[src/rtl/ti_s4_pkg.sv]
// Shared constants and share-slicing helper for the threshold-implemented 4-bit S-box.
package ti_s4_pkg;

  localparam int NSHARE  = 3;
  localparam int WIDTH   = 4;
  localparam int SHARE_W = WIDTH;
  localparam int VEC_W   = NSHARE * SHARE_W;

  // Extract share j from a packed share vector (share j lives at [j*WIDTH +: WIDTH]).
  function automatic logic [SHARE_W-1:0] get_share(input logic [VEC_W-1:0] vec, input int j);
    return vec[j*SHARE_W +: SHARE_W];
  endfunction

endpackage

[src/rtl/ti_ring_refresh.sv]
// Sum-preserving ring refresh: share j picks up r_j and r_(j+1 mod N), so each r
// is XORed into exactly two shares and the XOR over all shares is unchanged.
module ti_ring_refresh #(
  parameter int NSHARE = ti_s4_pkg::NSHARE,
  parameter int WIDTH  = ti_s4_pkg::WIDTH
) (
  input  logic [NSHARE*WIDTH-1:0] shares,
  input  logic [NSHARE*WIDTH-1:0] rnd,
  output logic [NSHARE*WIDTH-1:0] refreshed
);

  // Each share is only ever combined with randomness, never with another share.
  for (genvar j = 0; j < NSHARE; j++) begin : g_share
    localparam int JN = (j + 1) % NSHARE;
    assign refreshed[j*WIDTH +: WIDTH] = shares[j*WIDTH +: WIDTH]
                                       ^ rnd[j*WIDTH +: WIDTH]
                                       ^ rnd[JN*WIDTH +: WIDTH];
  end

endmodule

[src/rtl/ti_s4_share_reg.sv]
// Inter-stage share register between round-1 and round-2 component functions.
// Two-entry skid buffer; round 2 sees shares straight from the head register.
//
// Handshake: a transfer happens on a side in any cycle where valid and ready are
// both high at the rising edge; valid, once raised, holds together with its data
// until accepted; in_ready depends only on reset and occupancy, never on
// in_valid or out_ready. On the input side a refresh-enabled block additionally
// needs rnd_valid, otherwise the offer is a starvation stall.
module ti_s4_share_reg #(
  parameter int NSHARE  = ti_s4_pkg::NSHARE,
  parameter int WIDTH   = ti_s4_pkg::WIDTH,
  parameter bit REFRESH = 1'b1,
  parameter int CNT_W   = 16
) (
  input  logic                    clk,
  input  logic                    rst,
  input  logic                    in_valid,
  output logic                    in_ready,
  input  logic [NSHARE*WIDTH-1:0] in_shares,
  input  logic [NSHARE*WIDTH-1:0] rnd,
  input  logic                    rnd_valid,
  output logic                    out_valid,
  input  logic                    out_ready,
  output logic [NSHARE*WIDTH-1:0] out_shares,
  output logic [CNT_W-1:0]        ops_cnt,
  output logic [CNT_W-1:0]        starve_cnt,
  output logic [1:0]              dbg_state
);

  localparam int VW = NSHARE * WIDTH;

  typedef enum logic [1:0] {
    OCC_EMPTY = 2'd0,
    OCC_ONE   = 2'd1,
    OCC_FULL  = 2'd2
  } occ_t;

  occ_t          state_q, state_d;
  logic [VW-1:0] head_q, tail_q;
  logic [VW-1:0] fresh;
  logic          push, pop, stall;

  if (REFRESH) begin : g_refresh
    ti_ring_refresh #(.NSHARE(NSHARE), .WIDTH(WIDTH)) u_refresh (
      .shares    (in_shares),
      .rnd       (rnd),
      .refreshed (fresh)
    );
    assign push  = in_valid & in_ready & rnd_valid;
    assign stall = in_valid & in_ready & ~rnd_valid;
  end else begin : g_pass
    assign fresh = in_shares;
    assign push  = in_valid & in_ready;
    assign stall = 1'b0;
  end

  assign pop        = out_valid & out_ready;
  assign out_shares = head_q;
  assign dbg_state  = state_q;

  // Occupancy state register.
  always_ff @(posedge clk) begin
    if (rst) state_q <= OCC_EMPTY;
    else     state_q <= state_d;
  end

  // Occupancy next-state: push/pop combinations per state.
  always_comb begin
    state_d = state_q;
    case (state_q)
      OCC_EMPTY: if (push) state_d = OCC_ONE;
      OCC_ONE: begin
        if (push && !pop)      state_d = OCC_FULL;
        else if (pop && !push) state_d = OCC_EMPTY;
      end
      OCC_FULL:  if (pop) state_d = OCC_ONE;
      default:   state_d = OCC_EMPTY;
    endcase
  end

  // Handshake outputs from registered occupancy; in_ready also held low in reset.
  always_comb begin
    in_ready  = !rst && (state_q != OCC_FULL);
    out_valid = (state_q != OCC_EMPTY);
  end

  // Entry storage: head feeds round 2 directly, tail is the skid slot.
  always_ff @(posedge clk) begin
    if (rst) begin
      head_q <= '0;
      tail_q <= '0;
    end else begin
      case (state_q)
        OCC_EMPTY: if (push) head_q <= fresh;
        OCC_ONE: begin
          if (push && pop) head_q <= fresh;
          else if (push)   tail_q <= fresh;
        end
        OCC_FULL:  if (pop) head_q <= tail_q;
        default: ;
      endcase
    end
  end

  // Accepted-transfer and randomness-starvation counters, both free-running wraps.
  always_ff @(posedge clk) begin
    if (rst) begin
      ops_cnt    <= '0;
      starve_cnt <= '0;
    end else begin
      if (push)  ops_cnt    <= ops_cnt + 1'b1;
      if (stall) starve_cnt <= starve_cnt + 1'b1;
    end
  end

endmodule

[config.mk]
export PLATFORM = sky130hd
export DESIGN_NAME = ti_s4_share_reg
export DESIGN_NICKNAME = d
export VERILOG_FILES = /design/src/rtl/ti_s4_pkg.sv /design/src/rtl/ti_ring_refresh.sv /design/src/rtl/ti_s4_share_reg.sv
export SDC_FILE = /design/constraint.sdc
export NUM_CORES = 1
export LEC_CHECK = 0
export BUFFER_PORTS_ARGS = -buffer_cell sky130_fd_sc_hd__buf_2
export CORE_MARGIN = 3
export CORE_UTILIZATION = 29
export CTS_CLUSTER_DIAMETER = 60
export DETAILED_ROUTE_END_ITERATION = 8
export GPL_ROUTABILITY_DRIVEN = 0
export PLACE_DENSITY_LB_ADDON = 0.3
export SLEW_MARGIN = 20
export SYNTH_ARGS = -nofsm -noshare
export SYNTH_HDL_FRONTEND = slang
export SYNTH_HIERARCHICAL = 1
export SYNTH_SLANG_ARGS = --single-unit
[constraint.sdc]
create_clock -name clk -period 6.7 [get_ports clk]
set_input_delay 0.67 -clock clk [delete_from_list [all_inputs] [get_ports clk]]
set_output_delay 0.67 -clock clk [all_outputs]
set_load 0.01 [all_outputs]
==> summary.md <==
| Metric | Value |
|---|---|
| Total grt overflow | `0` |
| Yosys warns | `6` |
| Vias in the first global route | `between 2000 and 2500` |
| Setup TNS | `0 ns` |
| CTS Buf Count | `9` |
| Status | `finished, final reports clean` |
| Final clock skew | `0.00797 ns` |
| Root buffer cell | `clkbuf_8` |
| Hpwl dp | `4830 um` |
| Reg clk slew, reported paths | `0.07 ns` |
| Final hold violation count | `0` |
| DRT Wirelength | `6810 um` |
| Critical path class | `in -> reg` |
| DR vias | `2528` |
| Maximum VDD drop | `about 0.12 mV` |
| Ratio of cells with drive above 1 in the final layout | `between 20 and 25%` |
| Tmin final | `2.51 ns` |
| Worst-Margin Slew | `0.776 ns` |
| Die H | `105 um` |
| Post-Syn Area per Cell | `between 8 and 9 sq um` |
| Power Total | `~0.79 mW` |
| IO Count | `77` |
| Hold Path Class | `reg -> reg` |
| Antenna cells | `0` |
| Avg WL per Cell | `12.9 um` |
| Cell taking the most area after synthesis | `dfxtp_1` |
| Via density | `4.79` |
| Post-synth EDFFs | `0` |
| Detail Route Antenna Nets | `0` |
| TritonCTS clock tree | `yes` |
| Most common cell in the synthesized netlist | `nand2_1` |
| Crit path capture type | `flop` |
| Post_cts resized | `0` |
| Drt drc | `0` |
| Critical-path maximum fanout | `62` |
| Reg2Reg Launch Point | `dbg_state[1]` |
| Max-slew violations | `0` |
| H-tree Lvls | `3` |
| Gr usage total | `12.8%` |
| Area growth syn-to-layout | `24.4%` |
| 1st-iter DRT viols | `110` |
| Yosys reg bits | `58` |
| Worst rel slew slack | `48.1%` |
| CTS sink count | `58` |
| Syn_nets | `approximately 360` |
| Arrival time at the worst endpoint | `2.77 ns` |
| I/O Buffers | `76` |
| Mapped Area | `2860 sq um` |
| Worst skew pair latency | `about 0.34 ns` |
| Hold_sp | `tail_q[3]` |
| Die W | `105 um` |
| First-pass DRT Iterations | `4` |
| CTS max path bufs | `2` |
| Synth top area share | `between 40% and 50%` |
| Initial core utilization | `30.4%` |
| Register area share after synthesis | `40.6%` |
| Fin crit share | `between 30 and 40%` |
| Required time of the worst setup path | `6.96 ns` |
| Worst R2R Setup Slack | `4.41 ns` |
| First-pass GRT wire length | `between 10000 and 15000 um` |
| Hold Path End | `tail_q[3]` |
| Initial antenna violation count | `0` |
| Max Cap Viol | `0` |
| Row cnt | `35` |
| Post-CTS setup buffers | `0` |
| Largest net degree at the start of global routing | `63` |
| Leakage Power | `1.46 nW` |
| Unrepaired setup endpoints after global routing | `false` |
| Worst r2r dst | `out_shares[6]` |
| Die ar. | `11100 sq um` |
| PwrDens | `between 200 and 250 nW/um^2` |
| Prevailing post-synth register cell | `dfxtp_1` |
| Hold path depth | `2` |
| Distinct cells, synth | `36` |
| Top cells by area, synth | `dfxtp_1 41%, xor3_1 10%, nand2_1 8.0%, a21oi_1 5.2%, nor2_1 4.1%` |
| Core footprint | `9420 sq um` |
| Fmax | `398 MHz` |
| R2R depth | `7` |
| Final setup violation count | `0` |
| Ys async rst share | `0%` |
| CP Launch Type | `input pin` |
| Hold_buf cts | `0` |
| Most instantiated cells after synthesis | `61 x nand2_1, 58 x dfxtp_1, 31 x nor2_1` |
| Mapped Cells | `about 330` |
| Nets | `between 400 and 500` |
-- worst max-delay path: stages --
cell      delay, ns
buf_2          0.09
buf_4          0.30
nand3b_4       0.28
nor2_1         0.27
ha_1           0.19
nand2_1        0.06
nor2_1         0.61
nand2_1        0.12
a21oi_1        0.16
-- stage by stage --
step / cell area, sq um / hold WS, ns / setup WS [ns] / utilization, % / std cells
after global placement: 3330 / 0.444 / 3.91 / 35.4 / 512
after CTS: 3550 / 0.460 / 3.94 / 37.7 / 528
after detailed placement: 3330 / 0.449 / 3.80 / 35.4 / 512
after floorplan: 2860 / 0.437 / 4.39 / - / 325
after global routing: 3560 / 0.475 / 3.87 / 37.8 / 528
final: 3560 / 0.458 / 4.19 / 37.8 / 528
-- cell type report --
class                   count  area [sq um]
clock inverters             5          77.6
well taps                 129           161
fillers                   974          5860
flip-flops and latches     58          1160
repair buffers             78           395
clock buffers              11           141
inverters                   5          18.8
multi-input cells         242          1600
-- how the worst max path moves through the flow --
| stage | slack, ns | cells after the start | end | start |
|---|---|---|---|---|
| 6_report | 4.19 | 9 | tail_q[5] | rst |
| 5_1_grt | 3.87 | 9 | tail_q[5] | rst |
| 4_1_cts | 3.94 | 7 | out_shares[6] | dbg_state[1] |
| 3_5_place_dp | 3.80 | 9 | tail_q[5] | rst |
| 3_3_place_gp | 3.91 | 9 | tail_q[9] | rst |
| 2_1_floorplan | 4.39 | 9 | out_shares[0] | rst |
-- state kept, by name (all words and copies together) (netlist names) --
signal      flops
out_shares     12
starve_cnt     16
ops_cnt        16
tail_q         12
dbg_state       2
-- report_power, final --
| part | internal (mW) | switching, mW |
|---|---|---|
| clock network | 0.218 | 0.142 |
| registers | 0.351 | 0.00414 |
| logic | 0.0382 | 0.0357 |
| total | 0.607 | 0.182 |
-- per-layer routing --
| metal | track usage (%) | up-vias | wire length, um |
|---|---|---|---|
| li1 | - | 1290 | - |
| met1 | 15.9 | 1162 | 3130 |
| met2 | 20.0 | 70 | 3090 |
| met3 | 5.08 | 6 | 514 |
| met4 | 4.50 | 0 | 76 |
| met5 | 0 | - | 0 |
-- cell usage in the layout (no fill, tap or decap), types with 3 or more instances in the layout --
master,synthesis,final
nand3b_1,3,3
o21ai_0,8,8
or4_1,9,9
xnor2_1,13,13
nor4b_1,3,3
a311oi_1,12,12
buf_2,3,76
xor3_1,12,12
nand2_1,61,61
a21oi_1,30,30
nand3_1,9,9
nor4_1,6,6
dfxtp_1,58,58
inv_1,5,5
o31ai_1,9,9
nor2_1,31,31
clkbuf_8,0,10
ha_1,4,4
or3_1,12,12
-- cells by family (layout without fill, tap and decap cells) --
logic type / Yosys count / count (layout) / share of synthesized area, %
and+or+nand+nor: 149 / 149 / 25.9
muxes: 1 / 1 / 0.350
buffers and inverters: 25 / 99 / 3.67
DFF: 58 / 58 / 40.6
xor gates and xnor gates: 26 / 26 / 14.3
AOI/OAI and AO/OA: 62 / 62 / 13.5
adders and majority gates: 4 / 4 / 1.75
(Power assumes the default switching activity.)
